--- config.mk ---
export PLATFORM = sky130hd
export DESIGN_NAME = regfile_wr_arb
export DESIGN_NICKNAME = d
export VERILOG_FILES = /design/src/rtl/regfile_wr_arb.sv
export SDC_FILE = /design/constraint.sdc
export NUM_CORES = 1
export LEC_CHECK = 0
export CAP_MARGIN = 20
export CORE_AREA = 2 2 66 61
export DETAILED_ROUTE_END_ITERATION = 8
export DIE_AREA = 0 0 68 63
export PLACE_DENSITY = 0.81
export SYNTH_ARGS = -nofsm -noshare
export SYNTH_HDL_FRONTEND = slang
export SYNTH_SLANG_ARGS = --single-unit
--- constraint.sdc ---
create_clock -name clk -period 2.8 [get_ports clk]
set_input_delay 0.42 -clock clk [delete_from_list [all_inputs] [get_ports clk]]
set_output_delay 0.42 -clock clk [all_outputs]
set_load 0.02 [all_outputs]
--- src/rtl/regfile_wr_arb.sv ---
`default_nettype none
// ============================================================================
// Module   : regfile_wr_arb
// Purpose  : Round-robin arbiter funnelling NREQ write requesters into a
//            single register-file write port, plus a pending-write
//            scoreboard (one bit per register).
// Revision : 1.0 - initial release
// ----------------------------------------------------------------------------
// Ports
//   clk          rising-edge clock
//   reset        asynchronous active-high reset
//   req_valid    [NREQ]            per-requester write request
//   req_num      [NREQ*ADDR_WIDTH] per-requester destination register
//   req_data     [NREQ*WIDTH]      per-requester write data
//   req_ready    [NREQ]            per-requester accept (combinational)
//   hold         blocks all accepts while high
//   issue_valid  mark issue_num as pending
//   issue_num    [ADDR_WIDTH]      register being marked pending
//   write        registered register-file write enable
//   writenum     [ADDR_WIDTH]      registered write address
//   data_in      [WIDTH]           registered write data
//   pending      [SIZE]            scoreboard, bit r = register r awaits write
// ============================================================================
module regfile_wr_arb #(
    parameter int WIDTH      = 16,
    parameter int SIZE       = 8,
    parameter int ADDR_WIDTH = $clog2(SIZE),
    parameter int NREQ       = 2
) (
    input  logic                       clk,
    input  logic                       reset,
    input  logic [NREQ-1:0]            req_valid,
    input  logic [NREQ*ADDR_WIDTH-1:0] req_num,
    input  logic [NREQ*WIDTH-1:0]      req_data,
    output logic [NREQ-1:0]            req_ready,
    input  logic                       hold,
    input  logic                       issue_valid,
    input  logic [ADDR_WIDTH-1:0]      issue_num,
    output logic                       write,
    output logic [ADDR_WIDTH-1:0]      writenum,
    output logic [WIDTH-1:0]           data_in,
    output logic [SIZE-1:0]            pending
);

    localparam int                c_PTR_W = $clog2(NREQ);
    localparam logic [c_PTR_W:0]  c_NREQ  = (c_PTR_W + 1)'(NREQ);

    logic [c_PTR_W-1:0]    r_ptr;
    logic                  r_write;
    logic [ADDR_WIDTH-1:0] r_writenum;
    logic [WIDTH-1:0]      r_data;
    logic [SIZE-1:0]       r_pending;

    logic                  w_accept;
    logic [c_PTR_W-1:0]    w_grant;
    logic [c_PTR_W:0]      w_cand;
    logic [c_PTR_W-1:0]    w_ptr_nxt;
    logic [NREQ-1:0]       w_ready;
    logic [ADDR_WIDTH-1:0] w_num;
    logic [WIDTH-1:0]      w_data;
    logic [SIZE-1:0]       w_pending_nxt;

    // Search upward from the pointer, wrapping modulo NREQ. The candidate
    // carries one extra bit so ptr+k never overflows before the wrap.
    always_comb begin
        w_accept = 1'b0;
        w_grant  = '0;
        w_cand   = '0;
        if (!reset && !hold) begin
            for (int k = 0; k < NREQ; k++) begin
                w_cand = {1'b0, r_ptr} + (c_PTR_W + 1)'(k);
                if (w_cand >= c_NREQ) begin
                    w_cand = w_cand - c_NREQ;
                end
                if (!w_accept && req_valid[w_cand[c_PTR_W-1:0]]) begin
                    w_accept = 1'b1;
                    w_grant  = w_cand[c_PTR_W-1:0];
                end
            end
        end
    end

    // One-hot ready and the matching request fields.
    always_comb begin
        w_ready = '0;
        w_num   = '0;
        w_data  = '0;
        for (int i = 0; i < NREQ; i++) begin
            if (w_accept && (w_grant == c_PTR_W'(i))) begin
                w_ready[i] = 1'b1;
                w_num      = req_num[i*ADDR_WIDTH +: ADDR_WIDTH];
                w_data     = req_data[i*WIDTH +: WIDTH];
            end
        end
    end

    assign w_ptr_nxt = (w_grant == c_PTR_W'(NREQ - 1)) ? '0 : w_grant + 1'b1;

    // Clear for the write currently on the outputs, then set for a new
    // issue, so an issue to the same register wins.
    always_comb begin
        w_pending_nxt = r_pending;
        for (int r = 0; r < SIZE; r++) begin
            if (r_write && (r_writenum == ADDR_WIDTH'(r))) begin
                w_pending_nxt[r] = 1'b0;
            end
            if (issue_valid && (issue_num == ADDR_WIDTH'(r))) begin
                w_pending_nxt[r] = 1'b1;
            end
        end
    end

    always_ff @(posedge clk or posedge reset) begin
        if (reset) begin
            r_ptr      <= '0;
            r_write    <= 1'b0;
            r_writenum <= '0;
            r_data     <= '0;
            r_pending  <= '0;
        end else begin
            r_pending <= w_pending_nxt;
            r_write   <= w_accept;
            if (w_accept) begin
                r_ptr      <= w_ptr_nxt;
                r_writenum <= w_num;
                r_data     <= w_data;
            end
        end
    end

    assign req_ready = w_ready;
    assign write     = r_write;
    assign writenum  = r_writenum;
    assign data_in   = r_data;
    assign pending   = r_pending;

endmodule
`default_nettype wire

==> impl_metrics.py, run 1 <==
metrics = {
    "power_and_ir_drop": {
        "switching_share_pct": 31.7,
        "internal-power_mw": 0.972,
        "power.net_switching_mw": 0.451,
        "leakage_nw": 0.948,
        "combPwrFrac_pct": 37.1,
        "ir_drop_mv": 0.270,
        "p_total_mw": 1.42,
        "pwr-share-seq_pct": 39.2,
        "power.density_mw_per_mm2": 608,
        "p_clk_share_pct": 23.6,
    },
    "worst_setup_path": {
        "cp-end-kind": "primary output",
        "r2r-end": "data_in[3]$_DFFE_PP0P_",
        "critPathMaxStageDelay_ns": 0.63,
        "critical-path-slowest-cell": "clkdlybuf4s50_1",
        "rr_startpoint": "r_ptr$_DFFE_PP0P_",
        "rr_worst_depth": 4,
        "worstPathCellList": "clkdlybuf4s50_1 > nor2_2 > and3_4 > clkdlybuf4s50_1",
        "start_kind": "primary input",
        "required_ns": 2.38,
        "r2r_setup_slack_ns": 1.49,
        "crit_fanout": 12,
        "crit_type": "primary input to primary output",
        "path_common_cell": "clkdlybuf4s50_1",
        "arrival_ns": 2.12,
    },
    "placement": {
        "port_buffers": 76,
        "postPlaceCellArea_mm2": 0.00226,
        "place.gp.congestion": 0.737,
        "post-dp-hpwl_mm": 3.20,
    },
    "clock_tree": {
        "numCtsBuffers": 5,
        "cts.clk_slew.worst_paths_ns": 0.06,
        "cts_setup_buffers": 0,
        "clock_path_buffers": 2,
        "h-tree-depth": 2,
        "cts_root_buf": "clkbuf_8",
        "cts_sinks": 29,
        "cts_resized": 0,
        "clock_latency_ns": 0.27,
        "cts_hold_buf": 0,
        "cts_tree": "done",
    },
    "global_route": {
        "grt_max_degree": 22,
        "grt_antenna_before_repair": 0,
        "overflow": 0,
        "grt_pass1_wl_mm": 7.20,
        "track_usage_pct": 22.3,
        "grt_pass1_vias": 1562,
    },
    "sta": {
        "setup_viol_count_final": 0,
        "worstMarginPinSlew_ns": 0.707,
        "hold_viol_final": 0,
        "period_needed_ns": 2.54,
        "holdWs_ns": 0.495,
        "clock_skew_ns": 0.00382,
        "slew_violations": 0,
        "fmax_ghz": 0.393,
        "period_share_pct": 90.8,
        "setup_tns_ns": 0,
        "rsz0062_at_grt": "no",
        "relSlewSlack_pct": 52.8,
    },
    "detailed_routing": {
        "ant_nets": 0,
        "post_drt_wl_per_cell_um": 15.4,
        "first_pass_iters": 4,
        "vias": 1516,
        "drcViolationCount": 0,
        "drt-initial-drc-count": 153,
        "vias_per_cell": 5.45,
        "finalWirelength_mm": 4.27,
    },
    "worst_hold_path": {
        "hold_path.class": "flip-flop to flip-flop",
        "hold_start": "data_in[5]$_DFFE_PP0P_",
        "min_delay_worst_endpoint": "data_in[5]$_DFFE_PP0P_",
        "hold_depth": 2,
    },
    "synth": {
        "syn_nets": 202,
        "seq_area_frac_synth_pct": 49.8,
        "synth_area_mm2": 0.00146,
        "yosys_warnings": 0,
        "avgSynthCellArea_um2": 9.40,
        "ys_seq_elements": 29,
        "synth.distinct_cells": 18,
        "synth_cells": 155,
    },
    "final_layout": {
        "nFillCells": 323,
        "syn_to_final_growth_pct": 60.7,
        "final_cell_area_mm2": 0.00234,
        "fin_nets": 279,
        "final_core_util_pct": 64.6,
        "antenna_cells": 0,
        "drive_gt1_share_pct": 7.33,
    },
    "flow_run": {
        "maxCapViolCount": 0,
    },
    "die": {
        "die_w_um": 68,
        "ios": 77,
        "die_h_um": 63,
        "die_area_mm2": 0.00428,
        "num_rows": 21,
        "core_mm2": 0.00363,
        "start_util_pct": 40.2,
    },
    "status": {
        "status": "complete, no violations",
    },
}
## flip-flops by register name, indices dropped and copies added (netlist names)
name	flops
data_in	16
pending	8
r_ptr	1
write	1
writenum	3
## through the flow
stage | std cells | worst slack (ns)
after CTS | 278 | 0.248
final | 278 | 0.257
after detailed placement | 271 | 0.257
after global routing | 278 | 0.182
after global placement | 271 | 0.295
after floorplan | 155 | 1.22
## cells in the mapped netlist (all sizes together)
library cell  instances  area, um2
a21oi                 1       5.00
and3                  1       11.3
buf                  12       72.6
clkbuf                1       3.75
dfrtp                29        726
inv                  22       82.6
nand2                 4       15.0
nand2b                7       43.8
nand4                19        119
nor2                  3       16.3
o21ai                32        160
o311ai               19        166
o31ai                 4       30.0
or2                   1       6.26
## layout by cell type (no fill, tap or decap), types with 2 or more instances in the layout
cell type        netlist  final
buf_4                  0      7
nor2_2                 2      2
o311ai_1              17     17
inv_1                 22     22
clkdlybuf4s50_1        0     76
dfrtp_1               29     29
nand2_1                4      4
o21ai_0               28     28
o21ai_1                4      3
clkbuf_8               0      6
nand2b_1               7      7
o311ai_0               2      2
o31ai_1                4      4
nand4_1               19     19
## worst max-delay path by stage
stage                      startpoint           end  slack (ns)  depth (start not counted)
CTS                             reset  req_ready[1]        0.25                          4
global route                    reset  req_ready[1]        0.18                          4
finish                          reset  req_ready[1]        0.26                          4
detailed placement              reset  req_ready[1]        0.26                          4
floorplan           r_ptr$_DFFE_PP0P_  req_ready[0]        1.22                          4
global placement                reset  req_ready[1]        0.30                          4
## per-layer routing
| metal | wire length, um | up-vias | track usage (%) |
|---|---|---|---|
| li1 | - | 727 | - |
| met1 | 1720 | 719 | 27.9 |
| met2 | 2170 | 66 | 36.4 |
| met3 | 350 | 4 | 6.49 |
| met4 | 31 | 0 | 7.00 |
| met5 | 0 | - | 0 |
## critical path, delay by kind of cell
kind	cells	cell delay (ns)
simple gates	2	0.62
buf+inv	2	1.08
## power groups by stage
stage | clock network (mW) | registers [mW] | logic (mW)
3_5_place_dp | 0 | 0.567 | 0.532
2_1_floorplan | 0 | 0.669 | 0.139
4_1_cts | 0.340 | 0.560 | 0.533
6_report | 0.336 | 0.558 | 0.529
3_3_place_gp | 0 | 0.564 | 0.521
5_1_grt | 0.360 | 0.573 | 0.572
## layout make-up
class                           instances  area [um2]  area share, %
Timing Repair Buffer                   83         813           34.7
Sequential cell                        29         726           31.0
Clock buffer                            7        86.3           3.69
Tap cell                               46        57.6           2.46
Inverter                               22        82.6           3.53
Multi-Input combinational cell         91         577           24.6
## cells by family after synthesis
logic type	count (synthesis)	synth area share, %
flip-flops	29	49.8
buffers and inverters	35	10.9
AND/OR/NAND/NOR	35	14.5
AO/OA/AOI/OAI	56	24.8
Note: power is estimated with default switching activity, not from simulation.
==> run 2, diff against run 1 <==
==> constraint.sdc (replaced) <==
create_clock -name clk -period 3.22 [get_ports clk]
set_input_delay 0.483 -clock clk [delete_from_list [all_inputs] [get_ports clk]]
set_output_delay 0.483 -clock clk [all_outputs]
set_load 0.02 [all_outputs]
==> run 2 against run 1 <==
Worst setup slack improved by 0.19 ns. Critical path depth is the same. Sequential share of layout area is 0.12 points lower. Die area unchanged. First-iteration DRC count fell by 31%. Clock power down 14%. Wire length up 4.1%.
==> impl_metrics.py, run 2 (synthesized netlist as in run 1, its figures left out) <==
metrics = {
    "global_route": {
        "grt_pass1_vias": 1574,
        "grt_max_degree": 23,
        "track_usage_pct": 22.5,
        "overflow": 0,
        "grt_antenna_before_repair": 0,
        "grt_pass1_wl_mm": 7.27,
    },
    "final_layout": {
        "fin_cells": 278,
        "largest_reg_flops": 16,
        "antenna_cells": 0,
        "mostFrequentLayoutCell": "clkdlybuf4s50_1",
        "nFillCells": 327,
        "layout_common_cells": "clkdlybuf4s50_1, dfrtp_1, o21ai_0, inv_1, nand4_1",
        "multi_input_area_um2": 577,
        "drive_gt1_share_pct": 7.33,
        "seq_area_um2": 726,
        "syn_to_final_growth_pct": 61.3,
        "fin_nets": 278,
    },
    "clock_tree": {
        "cts_resized": 0,
        "clock_path_buffers": 2,
        "h-tree-depth": 2,
        "cts_sinks": 29,
        "cts_tree": "done",
        "cts_root_buf": "clkbuf_8",
        "cts_hold_buf": 0,
        "numCtsBuffers": 5,
        "clock_latency_ns": 0.28,
        "cts.clk_slew.worst_paths_ns": 0.06,
        "cts_setup_buffers": 0,
    },
    "detailed_routing": {
        "drcViolationCount": 0,
        "post_drt_wl_per_cell_um": 16.0,
        "ant_nets": 0,
        "first_pass_iters": 4,
        "drt-initial-drc-count": 105,
        "finalWirelength_mm": 4.45,
        "vias": 1558,
        "vias_per_cell": 5.60,
    },
    "sta": {
        "clock_skew_ns": 0.00336,
        "rsz0062_at_grt": "no",
        "slew_violations": 0,
        "setup_viol_count_final": 0,
        "fmax_ghz": 0.360,
        "period_share_pct": 86.2,
        "period_needed_ns": 2.78,
        "hold_viol_final": 0,
        "worstMarginPinSlew_ns": 0.751,
        "setup_slack_ns": 0.443,
        "setup_tns_ns": 0,
        "relSlewSlack_pct": 49.9,
    },
    "worst_setup_path": {
        "rr_worst_depth": 3,
        "r2r-end": "data_in[14]$_DFFE_PP0P_",
        "cp-end-kind": "primary output",
        "arrival_ns": 2.29,
        "rr_startpoint": "r_ptr$_DFFE_PP0P_",
        "critical-path-slowest-cell": "clkdlybuf4s50_1",
        "critPathMaxStageDelay_ns": 0.66,
        "required_ns": 2.74,
        "crit_fanout": 22,
        "cp_num_buf_inv": 2,
        "start_kind": "primary input",
        "path_common_cell": "clkdlybuf4s50_1",
        "r2r_setup_slack_ns": 1.93,
        "worstPathCellList": "clkdlybuf4s50_1 > nor2_2 > and3_4 > clkdlybuf4s50_1",
        "crit_type": "primary input to primary output",
        "cpLargestDelayFamily": "buffers and inverters",
    },
    "worst_hold_path": {
        "hold_start": "pending[0]$_DFFE_PP0P_",
        "hold_depth": 2,
        "hold_path.class": "flip-flop to flip-flop",
        "min_delay_worst_endpoint": "pending[0]$_DFFE_PP0P_",
    },
    "die": {
        "core_mm2": 0.00363,
        "num_rows": 21,
        "die_area_mm2": 0.00428,
        "die_w_um": 68,
        "die_h_um": 63,
        "start_util_pct": 40.2,
        "ios": 77,
    },
    "placement": {
        "port_buffers": 76,
        "place.gp.congestion": 0.756,
        "dp.cells": 270,
        "post-dp-hpwl_mm": 3.20,
        "dp_slack_ns": 0.451,
    },
    "power_and_ir_drop": {
        "leakage_nw": 0.951,
        "ir_drop_mv": 0.219,
        "power.density_mw_per_mm2": 528,
    },
    "flow_run": {
        "maxCapViolCount": 0,
    },
    "status": {
        "status": "complete, no violations",
    },
}
[run 2: changes by cell type in the layout (fill, tap and decap cells not counted), sizes merged]
cell and delta:
clkinv +2, buf -1, clkbuf -1
[run 2: power breakdown]
part | total [mW] | internal (mW) | switching, mW | leakage (nW)
Sequential | 0.485 | 0.441 | 0.0438 | 0.333
Clock | 0.290 | 0.149 | 0.141 | 0.0450
Combinational | 0.464 | 0.237 | 0.228 | 0.574
Total | 1.24 | 0.827 | 0.413 | 0.951
[run 2: worst max path at each step]
stage | startpoint | cells after the start | endpoint | slack [ns]
global route | reset | 4 | req_ready[1] | 0.37
detailed placement | reset | 4 | req_ready[1] | 0.45
finish | reset | 4 | req_ready[1] | 0.44
CTS | reset | 4 | req_ready[1] | 0.44
global placement | reset | 4 | req_ready[1] | 0.47
floorplan | req_valid[0] | 4 | req_ready[0] | 1.53
[run 2: layout make-up]
type                    count  area share (%)
clock buffers               6            3.09
multi-input cells          91            24.5
repair buffers             82            35.1
flip-flops and latches     29            30.9
inverters                  22            3.51
well taps                  46            2.45
clock inverters             2           0.426
[run 2: worst min-delay path: stages, from the launching register on]
cell     delay, ns
dfrtp_1       0.34
o31ai_1       0.07
o31ai_1       0.06
[run 2: per-stage QoR]
| step | instance area (um2) | utilization [%] | hold slack [ns] | power [mW] |
|---|---|---|---|---|
| after floorplan | 1460 | - | 0.484 | 0.703 |
| after global placement | 2240 | 61.8 | 0.480 | 0.941 |
| after detailed placement | 2270 | 62.6 | 0.492 | 0.960 |
| after CTS | 2350 | 64.8 | 0.507 | 1.25 |
| after global routing | 2350 | 64.8 | 0.532 | 1.31 |
| final | 2350 | 64.8 | 0.505 | 1.24 |
[run 2: routing by layer]
| layer | up-vias | part of all wire, % | global-route usage [%] |
|---|---|---|---|
| met5 | - | 0 | 0 |
| met4 | 0 | 0.94 | 5.25 |
| met3 | 6 | 9.0 | 7.57 |
| met2 | 72 | 50 | 37.7 |
| met1 | 756 | 40 | 27.5 |
| li1 | 724 | - | - |
